==> src/rtl/tpu_pkg.sv <==
// Shared definitions for the systolic array blocks.
//   - wl_state_e     : state encoding of the weight loader FSM.
//   - DEF_DATA_WIDTH : default weight width shared with pe_dsp and the array top.
//   - DEF_ROWS       : default number of PE rows.
//   - DEF_COLS       : default number of PE columns.
package tpu_pkg;

    localparam int DEF_DATA_WIDTH = 8;
    localparam int DEF_ROWS       = 8;
    localparam int DEF_COLS       = 8;

    typedef enum logic [2:0] {
        IDLE     = 3'd0,
        SHIFT    = 3'd1,
        CAP_WAIT = 3'd2,
        CAPTURE  = 3'd3,
        DONE     = 3'd4
    } wl_state_e;

endpackage

==> src/rtl/systolic_weight_loader.sv <==
// Producer end of the PE weight-loading interface.
// Accepts ROWS weight rows (bottom row first) over a valid/ready stream,
// shifts each one into the top of the PE weight chain, then fires a single
// capture strobe (gated by the array controller) so all PEs latch together.
//
// Ports:
//   clk, rst_n          : clock, asynchronous active-low reset
//   wt_valid/wt_ready   : row-beat handshake from the weight buffer
//   wt_data             : one weight row, column c at [c*DATA_WIDTH +: DATA_WIDTH]
//   wt_last             : producer's end-of-tile marker (checked, not trusted)
//   capture_allow       : controller permits the capture strobe
//   err_clr             : clears the sticky err_len flag
//   weight_out          : drives weight_in of the top PE in each column
//   en_weight_pass      : shift enable for the whole weight chain
//   en_weight_capture   : one-cycle capture strobe to all PEs
//   busy                : a tile is in progress
//   load_done           : one-cycle pulse after the capture
//   err_len             : sticky, wt_last disagreed with the beat count
module systolic_weight_loader
    import tpu_pkg::*;
#(
    parameter int DATA_WIDTH = DEF_DATA_WIDTH,
    parameter int ROWS       = DEF_ROWS,
    parameter int COLS       = DEF_COLS
) (
    input  logic                       clk,
    input  logic                       rst_n,
    input  logic                       wt_valid,
    output logic                       wt_ready,
    input  logic [COLS*DATA_WIDTH-1:0] wt_data,
    input  logic                       wt_last,
    input  logic                       capture_allow,
    input  logic                       err_clr,
    output logic [COLS*DATA_WIDTH-1:0] weight_out,
    output logic                       en_weight_pass,
    output logic                       en_weight_capture,
    output logic                       busy,
    output logic                       load_done,
    output logic                       err_len
);

    localparam int              CNT_W    = $clog2(ROWS + 1);
    localparam logic [CNT_W-1:0] LAST_CNT = CNT_W'(ROWS - 1);

    wl_state_e        state, state_nxt;
    logic [CNT_W-1:0] count, count_nxt;
    logic             accept;
    logic             last_beat;
    logic             len_err;

    // Gated by rst_n so the handshake also reads 0 while reset is held.
    assign wt_ready = rst_n && ((state == IDLE) || (state == SHIFT));
    assign busy     = (state != IDLE);
    assign accept   = wt_valid && wt_ready;

    // Any mismatch between the producer's marker and our own count is an error;
    // the tile still runs to exactly ROWS beats.
    assign len_err  = accept && (wt_last != last_beat);

    always_comb begin
        state_nxt = state;
        count_nxt = count;
        last_beat = 1'b0;
        case (state)
            IDLE: begin
                if (accept) begin
                    count_nxt = CNT_W'(1);
                    last_beat = (ROWS == 1);
                    state_nxt = (ROWS == 1) ? CAP_WAIT : SHIFT;
                end
            end
            SHIFT: begin
                if (accept) begin
                    count_nxt = count + 1'b1;
                    if (count == LAST_CNT) begin
                        last_beat = 1'b1;
                        state_nxt = CAP_WAIT;
                    end
                end
            end
            CAP_WAIT: begin
                if (capture_allow) begin
                    state_nxt = CAPTURE;
                end
            end
            CAPTURE: begin
                state_nxt = DONE;
            end
            DONE: begin
                count_nxt = '0;
                state_nxt = IDLE;
            end
            default: begin
                state_nxt = IDLE;
            end
        endcase
    end

    always_ff @(posedge clk or negedge rst_n) begin
        if (!rst_n) begin
            state             <= IDLE;
            count             <= '0;
            weight_out        <= '0;
            en_weight_pass    <= 1'b0;
            en_weight_capture <= 1'b0;
            load_done         <= 1'b0;
            err_len           <= 1'b0;
        end else begin
            state             <= state_nxt;
            count             <= count_nxt;
            // The chain only moves on an accepted beat; weight_out holds otherwise.
            if (accept) begin
                weight_out <= wt_data;
            end
            en_weight_pass    <= accept;
            // CAP_WAIT is only reached after the final beat, and that beat's pass
            // is issued in the first CAP_WAIT cycle, so pass and capture never overlap.
            en_weight_capture <= (state == CAP_WAIT) && capture_allow;
            load_done         <= (state == CAPTURE);
            // A new error takes priority over a simultaneous clear.
            if (len_err) begin
                err_len <= 1'b1;
            end else if (err_clr) begin
                err_len <= 1'b0;
            end
        end
    end

endmodule

==> config.mk <==
export PLATFORM = sky130hd
export DESIGN_NAME = systolic_weight_loader
export DESIGN_NICKNAME = d
export VERILOG_FILES = /design/src/rtl/tpu_pkg.sv /design/src/rtl/systolic_weight_loader.sv
export SDC_FILE = /design/constraint.sdc
export NUM_CORES = 1
export LEC_CHECK = 0
export BUFFER_PORTS_ARGS = -buffer_cell sky130_fd_sc_hd__buf_2
export CORE_MARGIN = 5
export CORE_UTILIZATION = 46
export DETAILED_ROUTE_END_ITERATION = 16
export PLACE_DENSITY_LB_ADDON = 0.25
export SLEW_MARGIN = 20
export SYNTH_ARGS = -nofsm -noshare
export SYNTH_HDL_FRONTEND = slang
export SYNTH_SLANG_ARGS = --single-unit
==> constraint.sdc <==
create_clock -name clk -period 1.9 [get_ports clk]
set_clock_uncertainty 0.15 [all_clocks]
set_input_delay 0.19 -clock clk [delete_from_list [all_inputs] [get_ports clk]]
set_output_delay 0.19 -clock clk [all_outputs]
set_load 0.01 [all_outputs]
== Word level (Yosys, flattened, before mapping) ==
Cells that the tools add are included.

* Flip-flop bits (word level): 75
* Output and inout bits: 70
* Logic and storage cells: 42

* Add/subtract/negate cells: 1
* Mux-type cells: 13
* Eq/ne operators: 10
* Reductions and logical operators: 11

{| class="wikitable"
|+ Operators with widths
! operator !! count
|-
| two-way mux 3 bit || 4
|-
| one-hot mux 3 bit (4 select lines) || 1
|-
| one-hot mux 4 bit (3 select lines) || 1
|-
| two-way mux 4 bit || 2
|-
| equality test 3 x 2 -> 1 bit (second input constant) || 2
|-
| inequality test 2 bit (second input constant) || 3
|-
| nonzero test 3 bit || 2
|-
| two-way mux 1 bit || 5
|-
| adder 4 x 1 -> 4 bit (second input constant) || 1
|-
| equality test 4 x 3 -> 1 bit (second input constant) || 1
|-
| logical AND 1 bit || 4
|-
| AND reduction 4 bit || 1
|-
| equality test 3 x 1 -> 1 bit (second input constant) || 1
|-
| equality test 3 bit (second input constant) || 1
|-
| logical NOT 3 bit || 1
|-
| AND reduction 3 bit || 1
|-
| inequality test 2 x 1 -> 1 bit (second input constant) || 1
|-
| nonzero test 2 bit || 1
|-
| logical OR 1 bit || 1
|-
| inequality test 1 bit || 1
|}

== Depth between registers and ports, before layout ==
Gate-level depths: netlist (run 1).

* Depth in word-level cells: 9
* Mapped depth: 7
* Gate-level depth less buffers: 4

== Worst setup path before layout (run 1) ==
OpenSTA, ideal clock, no wires.

* Path kind: register to register
* Start point: register state[1]
* End point: register count[1]
* Required time: 1.628 ns
* Slack: 0.357 ns
* Arrival: 1.272 ns
* Clock period less this slack: 1.543 ns
* Stages on the path, launching flop included: 6
* Cell sequence: dfrtp_1 -> nand4bb_1 -> buf_4 -> inv_2 -> mux2_4 -> a32o_1

* Word-level cells in the longest chain between the ends: 6
* Elaborated cells on any way between the ends: 11
* Classes of those cells: 4 x eq/ne; 1 x mux; 6 x reduce/logical

{| class="wikitable"
|+ Ends and longest elaborated chain
! what !! RTL line !! source
|-
| from (decl) || systolic_weight_loader.sv:45 || <nowiki>wl_state_e state, state_nxt;</nowiki>
|-
| from (signal assigned) || systolic_weight_loader.sv:109 || <nowiki>state <= state_nxt;</nowiki>
|-
| equality test 3 x 1 -> 1 bit / logical NOT 3 bit (equally long branches) || systolic_weight_loader.sv:52, systolic_weight_loader.sv:64 ||
|-
| logical OR 1 bit || systolic_weight_loader.sv:52 || <nowiki>assign wt_ready = rst_n && ((state == IDLE) || (state == SHIFT));</nowiki>
|-
| logical AND 1 bit || systolic_weight_loader.sv:52 ||
|-
| logical AND 1 bit || systolic_weight_loader.sv:54 || <nowiki>assign accept = wt_valid && wt_ready;</nowiki>
|-
| inequality test 2 bit (no line) || - ||
|-
| AND reduction 3 bit (no line) || - ||
|-
| to (signal assigned) || systolic_weight_loader.sv:110 || <nowiki>count <= count_nxt;</nowiki>
|-
| to (decl) || systolic_weight_loader.sv:46 || <nowiki>logic [CNT_W-1:0] count, count_nxt;</nowiki>
|}

Parallel ways exist; a longest one is shown, timed or not.
A chain may end at the register's enable or synchronous reset.

== Worst setup path in the final report (run 1) ==
* Start point: register state[1]
* End point: output port busy

* Word-level cells in the longest chain between the ends: 1

{| class="wikitable"
|+ Ends and longest elaborated chain
! what !! RTL line !! source
|-
| nonzero test 3 bit || systolic_weight_loader.sv:53 || <nowiki>assign busy = (state != IDLE);</nowiki>
|-
| to (decl) || systolic_weight_loader.sv:37 || <nowiki>output logic busy,</nowiki>
|}

Every way passes these cells.

==> results.sh, run 1 <==
export IMPL_drc=0
export IMPL_die_x_um=90.70
export IMPL_fillers=455
export IMPL_final_max_slew_viol_count=0
export IMPL_crit_required_ps=1560
export IMPL_synth_cell_types=30
export IMPL_routed_wl_um=8868
export IMPL_post_cts_setup_buffers=0
export IMPL_grt_usage_pct=21.38
export IMPL_cts_tree="done"
export IMPL_worstReg2RegStart="count[0]"
export IMPL_vias=2963
export IMPL_start_util_pct=47.17
export IMPL_startpoint="state[1]"
export IMPL_final_min_clock_period_ps=1743
export IMPL_detail_route_antenna_nets=0
export IMPL_slew_headroom_pct=71.36
export IMPL_rsz0062_at_grt="no"
export IMPL_hold_ws_ps=128.1
export IMPL_area_growth_pct=57.39
export IMPL_cts_buffers=9
export IMPL_clkTransAtPathRegs_ps=80
export IMPL_synth_ff_type="dfrtp_1"
export IMPL_cp_endpoint="busy"
export IMPL_clk_path_buf_depth=2
export IMPL_synth_edf_count=0
export IMPL_yosys_area_top_type="dfrtp_1"
export IMPL_synth_seq_cells=75
export IMPL_hold_class="primary input to async pin"
export IMPL_drt_iter0_drc=85
export IMPL_die_h_um=90.70
export IMPL_drive_gt1_share_pct=30.37
export IMPL_period_share_pct=91.72
export IMPL_synthTopCellsByArea="dfrtp_1 (63%), nand2_1 (24%), buf_2 (1.5%), nor2b_1 (1.0%), nand4b_1 (0.88%)"
export IMPL_synth_top_cell_area_share_pct=62.66
export IMPL_ys_warn_count=0
export IMPL_met2_usage_pct=33.96
export IMPL_cp_cell_sequence="buf_4, or3_1, buf_2"
export IMPL_worstReg2RegEnd="count[1]"
export IMPL_rows=29
export IMPL_ir_drop_v=0.0006454
export IMPL_max_freq_mhz=573.8
export IMPL_drv_cap=0
export IMPL_yosysMostFrequentCell="nand2_1"
export IMPL_r2r_setup_slack_ps=320
export IMPL_antenna_found_initial=0
export IMPL_crit_arrival_ps=1400
export IMPL_clock_sinks=75
export IMPL_synth_nets=399
export IMPL_total_power_uw=4885
export IMPL_finalHoldViolCount=0
export IMPL_ys_seq_area_share_pct=62.66
export IMPL_htreeDepth=3
export IMPL_clock_latency_ps=330
export IMPL_syn_avg_cell_area_um2=9.132
export IMPL_setup_viol=0
export IMPL_power_density_nw_per_um2=1036
export IMPL_die_area_um2=8226
export IMPL_async_reset_ff_share_pct=100.0
export IMPL_netlist_instances=328
export IMPL_gp_congestion=0.8206
export IMPL_finalSetupTns_ps=0
export IMPL_fin_area_um2=4715
export IMPL_cts_resized=0
export IMPL_worst_slew_pin_slew_ps=429.6
export IMPL_place_area_um2=3779
export IMPL_top_usage_layer="met2"
export IMPL_cp_start_kind="register"
export IMPL_use_met1_pct=27.52
export IMPL_grt_ovfl_total=0
export IMPL_dr_pass1_iters=6
export IMPL_grt_start_max_net_pins=69
export IMPL_synth_commonest_cells="nand2_1 (193), dfrtp_1 (75), buf_2 (9)"
export IMPL_p_leak_uw=0.002619
export IMPL_cp_slowest_cell="dfrtp_1"
export IMPL_io_pins=140
export IMPL_use_met3_pct=4.917
export IMPL_reg2reg_depth=4
export IMPL_io_buffers=139
export IMPL_max_stage_delay_ps=390
export IMPL_syn_area_um2=2995
export IMPL_grt_pass1_wl_um=14350
export IMPL_hpwl_um=4936
export IMPL_crit_fanout=14
export IMPL_nets=606
export IMPL_worstSetupPathType="register to output port"
export IMPL_grt_pass1_vias=3000
export IMPL_avgRoutedWirePerCell_um=14.35
export IMPL_status="completed"
export IMPL_cts_root_buf="clkbuf_8"
export IMPL_cp_end_kind="output port"
export IMPL_core_um2=6350
export IMPL_via_per_inst=4.794
## cells by family after synthesis
| family | count (synthesis) | share of synthesized area [%] |
|---|---|---|
| AO/OA/AOI/OAI | 12 | 2.924 |
| XOR/XNOR | 1 | 0.2925 |
| adder cells (fa/ha/maj) | 1 | 0.4176 |
| buffers and inverters | 22 | 3.759 |
| flip-flops | 75 | 62.66 |
| multiplexers | 1 | 0.5011 |
| AND/OR/NAND/NOR | 216 | 29.45 |
## worst min-delay path by stage
stage | endpoint | slack (ps) | cells past startpoint
finish | count[0] | 130 | 2
global route | count[0] | 120 | 2
CTS | count[0] | 100 | 2
detailed placement | count[0] | -90 | 1
global placement | count[0] | -90 | 1
floorplan | count[0] | -260 | 0
## worst max-delay path, delay by kind of cell (launching register included)
family,cells,cell delay [ps]
buffers and inverters,2,320
flip-flops,1,390
AND/OR/NAND/NOR,1,360
## routing by layer
| layer | vias to the layer above | routed length (µm) | part of all wire (%) |
|---|---|---|---|
| met5 | - | 0 | 0 |
| met4 | 0 | 149 | 1.7 |
| met3 | 16 | 661 | 7.5 |
| met2 | 135 | 4408 | 50 |
| met1 | 1378 | 3648 | 41 |
| li1 | 1434 | - | - |
## sequential cells by signal, summed over array words and instances, names as in the netlist
name	flops
weight_out	64
count	4
state	3
en_weight_capture	1
en_weight_pass	1
err_len	1
load_done	1
## report_power, final
part	internal, µW	leakage (µW)	switching, µW	total (µW)
Clock	810	0.000113	552	1360
Sequential	1930	0.000924	242	2180
Combinational	640	0.00158	707	1350
## placed cells by master, fill, tap and decap left out
cell type      Yosys  final
a31oi_1            1      1
nand4bb_4          0      1
bufinv_16          0      2
inv_1              3      3
nor3b_1            2      2
o31ai_1            1      1
nor2b_1            5      5
clkbuf_8           0     11
o32a_1             1      1
buf_2              9    138
a21oi_1            3      3
o22a_1             1      1
clkbuf_1           5      1
o22ai_1            2      2
buf_4              3      5
dlygate4sd3_1      0     68
nor3_1             1      1
nand4_1            1      1
mux2_4             1      1
and2_1             1      1
clkbuf_16          0      1
clkinv_2           0      1
nand2b_1           4      4
ha_1               1      1
nand2_1          193    193
inv_2              1      1
xor2_1             1      1
o311ai_0           1      1
diode_2            0      1
or3_1              1      1
a2111oi_0          1      1
a32o_1             1      1
nand4b_1           3      3
buf_12             0      2
and3_1             4      4
clkinvlp_4         0      1
dfrtp_1           75     75
## per-stage QoR
step / util [%] / setup WS [ps] / cells
floorplan: - / 356.7 / 328
global placement: 59.51 / 357.5 / 532
detailed placement: 59.51 / 307.6 / 532
CTS: 73.81 / 122.0 / 616
global route: 74.21 / 71.69 / 617
finish: 74.25 / 157.4 / 618
## cell type report
| cell class | count | area [µm²] | area share (%) |
|---|---|---|---|
| well taps | 77 | 96.34 | 2.044 |
| multi-input cells | 231 | 1022 | 21.68 |
| repair buffers | 214 | 1474 | 31.26 |
| flip-flops and latches | 75 | 1877 | 39.81 |
| clock inverters | 4 | 72.57 | 1.539 |
| diodes | 1 | 2.502 | 0.05308 |
| clock buffers | 12 | 155.1 | 3.291 |
| inverters | 4 | 15.01 | 0.3185 |
## timing repair
action / 4_1_cts / 5_1_grt
setup endpoints to repair: 0 / 1
hold buffers: 68 / 0
endpoints found under the hold margin: 142 / 0
No activity file was read; power rests on OpenSTA's default activity.
==> run 2, diff against run 1 <==
CORE_UTILIZATION = 50   (was 46)
clock period = 2.19 ns   (was 1.9 ns; I/O delays follow)
==> results.sh, run 2 (same netlist as run 1, synthesis figures left out) <==
export IMPL_die_area_um2=7639
export IMPL_slew_headroom_pct=56.39
export IMPL_grt_pass1_vias=3046
export IMPL_clkTransAtPathRegs_ps=80
export IMPL_hold_class="primary input to register"
export IMPL_seq_power_share_pct=45.5
export IMPL_area_growth_pct=55.26
export IMPL_power_switching_uw=1292
export IMPL_grt_ovfl_total=0
export IMPL_p_leak_uw=0.002603
export IMPL_post_cts_setup_buffers=0
export IMPL_grt_usage_pct=23.75
export IMPL_fin_ws_ps=269.5
export IMPL_finalHoldViolCount=0
export IMPL_cp_cell_sequence="dlygate4sd3_1, buf_4, nand4bb_4, buf_4, buf_4, nand2_1, nand2_1"
export IMPL_clk_path_buf_depth=2
export IMPL_crit_required_ps=2310
export IMPL_die_x_um=87.40
export IMPL_finalSetupTns_ps=0
export IMPL_top_register="weight_out"
export IMPL_drt_iter0_drc=124
export IMPL_io_pins=140
export IMPL_status="completed"
export IMPL_total_power_uw=4148
export IMPL_swShare_pct=31.14
export IMPL_hold_ws_ps=37.82
export IMPL_clock_sinks=75
export IMPL_setup_viol=0
export IMPL_drive_gt1_share_pct=30.56
export IMPL_largestRegisters="weight_out x64, count x4, state x3"
export IMPL_htreeDepth=3
export IMPL_drc=0
export IMPL_max_stage_delay_ps=550
export IMPL_period_share_pct=87.70
export IMPL_clock_latency_ps=330
export IMPL_crit_family="buffers and inverters"
export IMPL_ff_latch_area_um2=1877
export IMPL_cts_resized=0
export IMPL_cts_tree="done"
export IMPL_worstSetupPathType="primary input to register"
export IMPL_drv_cap=0
export IMPL_largest_reg_flops=64
export IMPL_cp_common_cell="buf_4"
export IMPL_vias=2918
export IMPL_io_buffers=139
export IMPL_cts_root_buf="clkbuf_8"
export IMPL_ir_drop_v=0.0004911
export IMPL_detail_route_antenna_nets=0
export IMPL_avgRoutedWirePerCell_um=13.96
export IMPL_hpwl_um=5174
export IMPL_power_internal_uw=2856
export IMPL_cts_buffers=9
export IMPL_max_freq_mhz=520.7
export IMPL_combPwrFrac_pct=27.8
export IMPL_final_core_util_pct=79.02
export IMPL_cp_start_kind="primary input"
export IMPL_gp_congestion=0.7837
export IMPL_final_max_slew_viol_count=0
export IMPL_die_h_um=87.40
export IMPL_final_cell_mix="nand2_1 (193), buf_2 (138), dfrtp_1 (75), dlygate4sd3_1 (67), buf_4 (10)"
export IMPL_multi_input_area_um2=1022
export IMPL_via_per_inst=4.745
export IMPL_grt_pass1_wl_um=14100
export IMPL_power_frac_clock_pct=26.7
export IMPL_final_min_clock_period_ps=1921
export IMPL_cp_end_kind="register"
export IMPL_routed_wl_um=8588
export IMPL_mostFrequentLayoutCell="nand2_1"
export IMPL_core_um2=5886
export IMPL_antenna_found_initial=0
export IMPL_cp_slowest_cell="dlygate4sd3_1"
export IMPL_grt_start_max_net_pins=56
export IMPL_power_density_nw_per_um2=892.0
export IMPL_fillers=389
export IMPL_worst_slew_pin_slew_ps=654.2
export IMPL_dr_pass1_iters=4
export IMPL_rows=28
export IMPL_start_util_pct=50.89
export IMPL_crit_buf_inv=4
export IMPL_nets=607
export IMPL_antenna_diode_count=0
export IMPL_crit_fanout=46
export IMPL_rsz0062_at_grt="no"
export IMPL_crit_arrival_ps=2040
export IMPL_place_worst_setup_slack_ps=505.3
export IMPL_holdBufCountCts=67
## run 2: changes by cell type in the layout (fill, tap and decap cells not counted)
cell and delta:
buf_4 +5, buf_12 -2, clkbuf_8 -2, clkbuf_16 -1, clkinv_2 +1, clkinv_4 +1, clkinvlp_4 -1, diode_2 -1
dlygate4sd3_1 -1
## run 2: layout make-up
class,instances,share of cell area [%]
clock buffer,10,2.744
timing repair buffer,215,30.89
multi-input combinational,231,21.98
tap,75,2.018
inverter,4,0.3228
sequential,75,40.36
clock inverter,5,1.695
## run 2: worst paths after layout
path | startpoint | endpoint | slack (ps) | depth (start not counted)
max in group asynchronous | rst_n | weight_out[44] | 810 | 3
setup reg to reg | state[2] | weight_out[46] | 540 | 6
hold / removal | wt_last | err_len | 40 | 3
setup / recovery | rst_n | weight_out[35] | 270 | 7
min in group asynchronous | rst_n | state[2] | 170 | 2
hold reg to reg | weight_out[32] | weight_out[32] | 320 | 2
## run 2: routing by layer
layer	track usage [%]	up-vias	part of all wire, %
met5	0	-	0
met4	10.60	0	2.1
met3	5.393	18	7.3
met2	39.52	122	49
met1	29.49	1346	41
li1	-	1432	-
## run 2: worst reg2reg max path, cell delays in order, from the launching register on
cell and delay, ps:
dfrtp_1 390, nand4bb_4 230, inv_2 90, buf_4 270, buf_4 300, nand2_1 90, nand2_1 60
## run 2: power groups by stage
stage	combinational [µW]	sequential (µW)	clock, µW
6_report	1150	1890	1110
4_1_cts	1150	1880	1130
2_1_floorplan	480	1990	0
3_5_place_dp	1060	1900	0
5_1_grt	1300	1930	1190
3_3_place_gp	1020	1900	0
## run 2: per-stage QoR
| stage | cell area (µm²) | instances |
|---|---|---|
| finish | 4651 | 615 |
| global route | 4651 | 615 |
| CTS | 4651 | 615 |
| detailed placement | 3774 | 533 |
| global placement | 3774 | 533 |
| floorplan | 2995 | 328 |
==> run 3, diff against run 2 <==
CTS_BUF_LIST = sky130_fd_sc_hd__clkbuf_16   (was default)
MAX_ROUTING_LAYER = met4   (was default)
==> results.sh, run 3 (same netlist as run 1, synthesis figures left out) <==
export IMPL_worst_slew_pin_slew_ps=668.2
export IMPL_slew_headroom_pct=55.46
export IMPL_cts_resized=0
export IMPL_r2r_setup_slack_ps=560
export IMPL_crit_required_ps=2300
export IMPL_gp_congestion=0.7945
export IMPL_hold_class="primary input to register"
export IMPL_cp_common_cell="buf_4"
export IMPL_dp_cells=533
export IMPL_period_share_pct=87.82
export IMPL_hpwl_um=5174
export IMPL_rsz0062_at_grt="no"
export IMPL_startpoint="rst_n"
export IMPL_largestRegisters="weight_out x64, count x4, state x3"
export IMPL_die_h_um=87.40
export IMPL_cp_start_kind="primary input"
export IMPL_top_register="weight_out"
export IMPL_fillers=366
export IMPL_drc=0
export IMPL_worstReg2RegStart="state[2]"
export IMPL_grt_pass1_vias=3091
export IMPL_clkTransAtPathRegs_ps=60
export IMPL_vias=2934
export IMPL_crit_arrival_ps=2030
export IMPL_max_stage_delay_ps=550
export IMPL_final_max_slew_viol_count=0
export IMPL_reg2reg_depth=5
export IMPL_setup_viol=0
export IMPL_grt_usage_pct=25.09
export IMPL_final_cell_mix="nand2_1 (193), buf_2 (138), dfrtp_1 (75), dlygate4sd3_1 (66), buf_4 (10)"
export IMPL_p_leak_uw=0.002649
export IMPL_drv_cap=0
export IMPL_clock_latency_ps=320
export IMPL_nets=606
export IMPL_grt_ovfl_total=0
export IMPL_grt_pass1_wl_um=14320
export IMPL_min_delay_worst_endpoint="en_weight_capture"
export IMPL_clk_path_buf_depth=2
export IMPL_mostFrequentLayoutCell="nand2_1"
export IMPL_multi_input_area_um2=1022
export IMPL_dr_pass1_iters=4
export IMPL_ff_latch_area_um2=1877
export IMPL_cp_slowest_cell="dlygate4sd3_1"
export IMPL_cts_tree="done"
export IMPL_status="completed"
export IMPL_htreeDepth=3
export IMPL_largest_reg_flops=64
export IMPL_io_pins=140
export IMPL_grt_start_max_net_pins=56
export IMPL_avgRoutedWirePerCell_um=14.26
export IMPL_detail_route_antenna_nets=0
export IMPL_via_per_inst=4.771
export IMPL_total_power_uw=4537
export IMPL_worstSetupPathType="primary input to register"
export IMPL_min_delay_path_depth=3
export IMPL_rows=28
export IMPL_start_util_pct=50.89
export IMPL_routed_wl_um=8772
export IMPL_cp_cell_sequence="dlygate4sd3_1, buf_4, nand4bb_4, buf_4, buf_4, nand2_1, nand2_1"
export IMPL_die_area_um2=7639
export IMPL_max_freq_mhz=519.9
export IMPL_stdcell_count=615
export IMPL_hold_ws_ps=11.74
export IMPL_area_growth_pct=58.40
export IMPL_drt_iter0_drc=111
export IMPL_ir_drop_v=0.0006442
export IMPL_crit_fanout=46
export IMPL_die_x_um=87.40
export IMPL_io_buffers=139
export IMPL_core_um2=5886
export IMPL_final_min_clock_period_ps=1923
export IMPL_cts_root_buf="clkbuf_16"
export IMPL_finalSetupTns_ps=0
export IMPL_cts_buffers=9
export IMPL_hold_start="capture_allow"
export IMPL_cp_end_kind="register"
export IMPL_worstReg2RegEnd="weight_out[43]"
export IMPL_clock_sinks=75
export IMPL_power_density_nw_per_um2=956.2
export IMPL_antenna_found_initial=0
export IMPL_drive_gt1_share_pct=30.61
export IMPL_finalHoldViolCount=0
[run 3: changes by cell type in the layout (fill, tap and decap cells not counted)]
cell | previous run | this run
clkbuf_1 | 1 | 0
clkbuf_16 | 0 | 9
clkbuf_8 | 9 | 0
diode_2 | 0 | 1
dlygate4sd3_1 | 67 | 66
inv_1 | 3 | 4
[run 3: layer usage]
| metal | track usage [%] | vias to the layer above | wire [µm] |
|---|---|---|---|
| met5 | - | - | 0 |
| met4 | 12.13 | 0 | 232 |
| met3 | 3.879 | 20 | 514 |
| met2 | 41.71 | 118 | 4435 |
| met1 | 29.75 | 1359 | 3590 |
| li1 | - | 1437 | - |
[run 3: timing repair]
item                      CTS  global route
hold buffers               66             0
hold endpoints to repair   85             0
buffers inserted            0             0
[run 3: layout make-up]
type                    instances  area share [%]
well taps                      75           1.978
multi-input cells             231           21.55
repair buffers                214           30.06
flip-flops and latches         75           39.56
inverters                       4          0.3165
clock buffers                   9           4.747
clock inverters                 6           1.741
diodes                          1         0.05274
[run 3: worst max path at each step]
stage / end / slack, ps / cells after the start
detailed placement: weight_out[43] / 510 / 6
CTS: weight_out[43] / 260 / 7
global route: weight_out[50] / 120 / 7
floorplan: count[1] / 650 / 5
global placement: weight_out[37] / 540 / 6
finish: weight_out[43] / 270 / 7
[run 3: stage by stage]
step / worst slack, ps / area (µm²) / util (%)
final: 266.7 / 4745 / 80.61
after global routing: 121.3 / 4742 / 80.57
after CTS: 259.7 / 4742 / 80.57
after detailed placement: 505.3 / 3774 / 64.12
after global placement: 544.6 / 3774 / 64.12
after floorplan: 646.7 / 2995 / -
[run 3: report_power, final]
part	switching, µW	total, µW	internal, µW	leakage (µW)
clock	509	1490	983	0.000156
sequential	210	1890	1680	0.000924
combinational	610	1150	543	0.00157
[run 3: worst max-delay path: cells and delay by family]
| kind | cells | cell delay, ps |
|---|---|---|
| simple gates | 3 | 280 |
| buf+inv | 4 | 1520 |
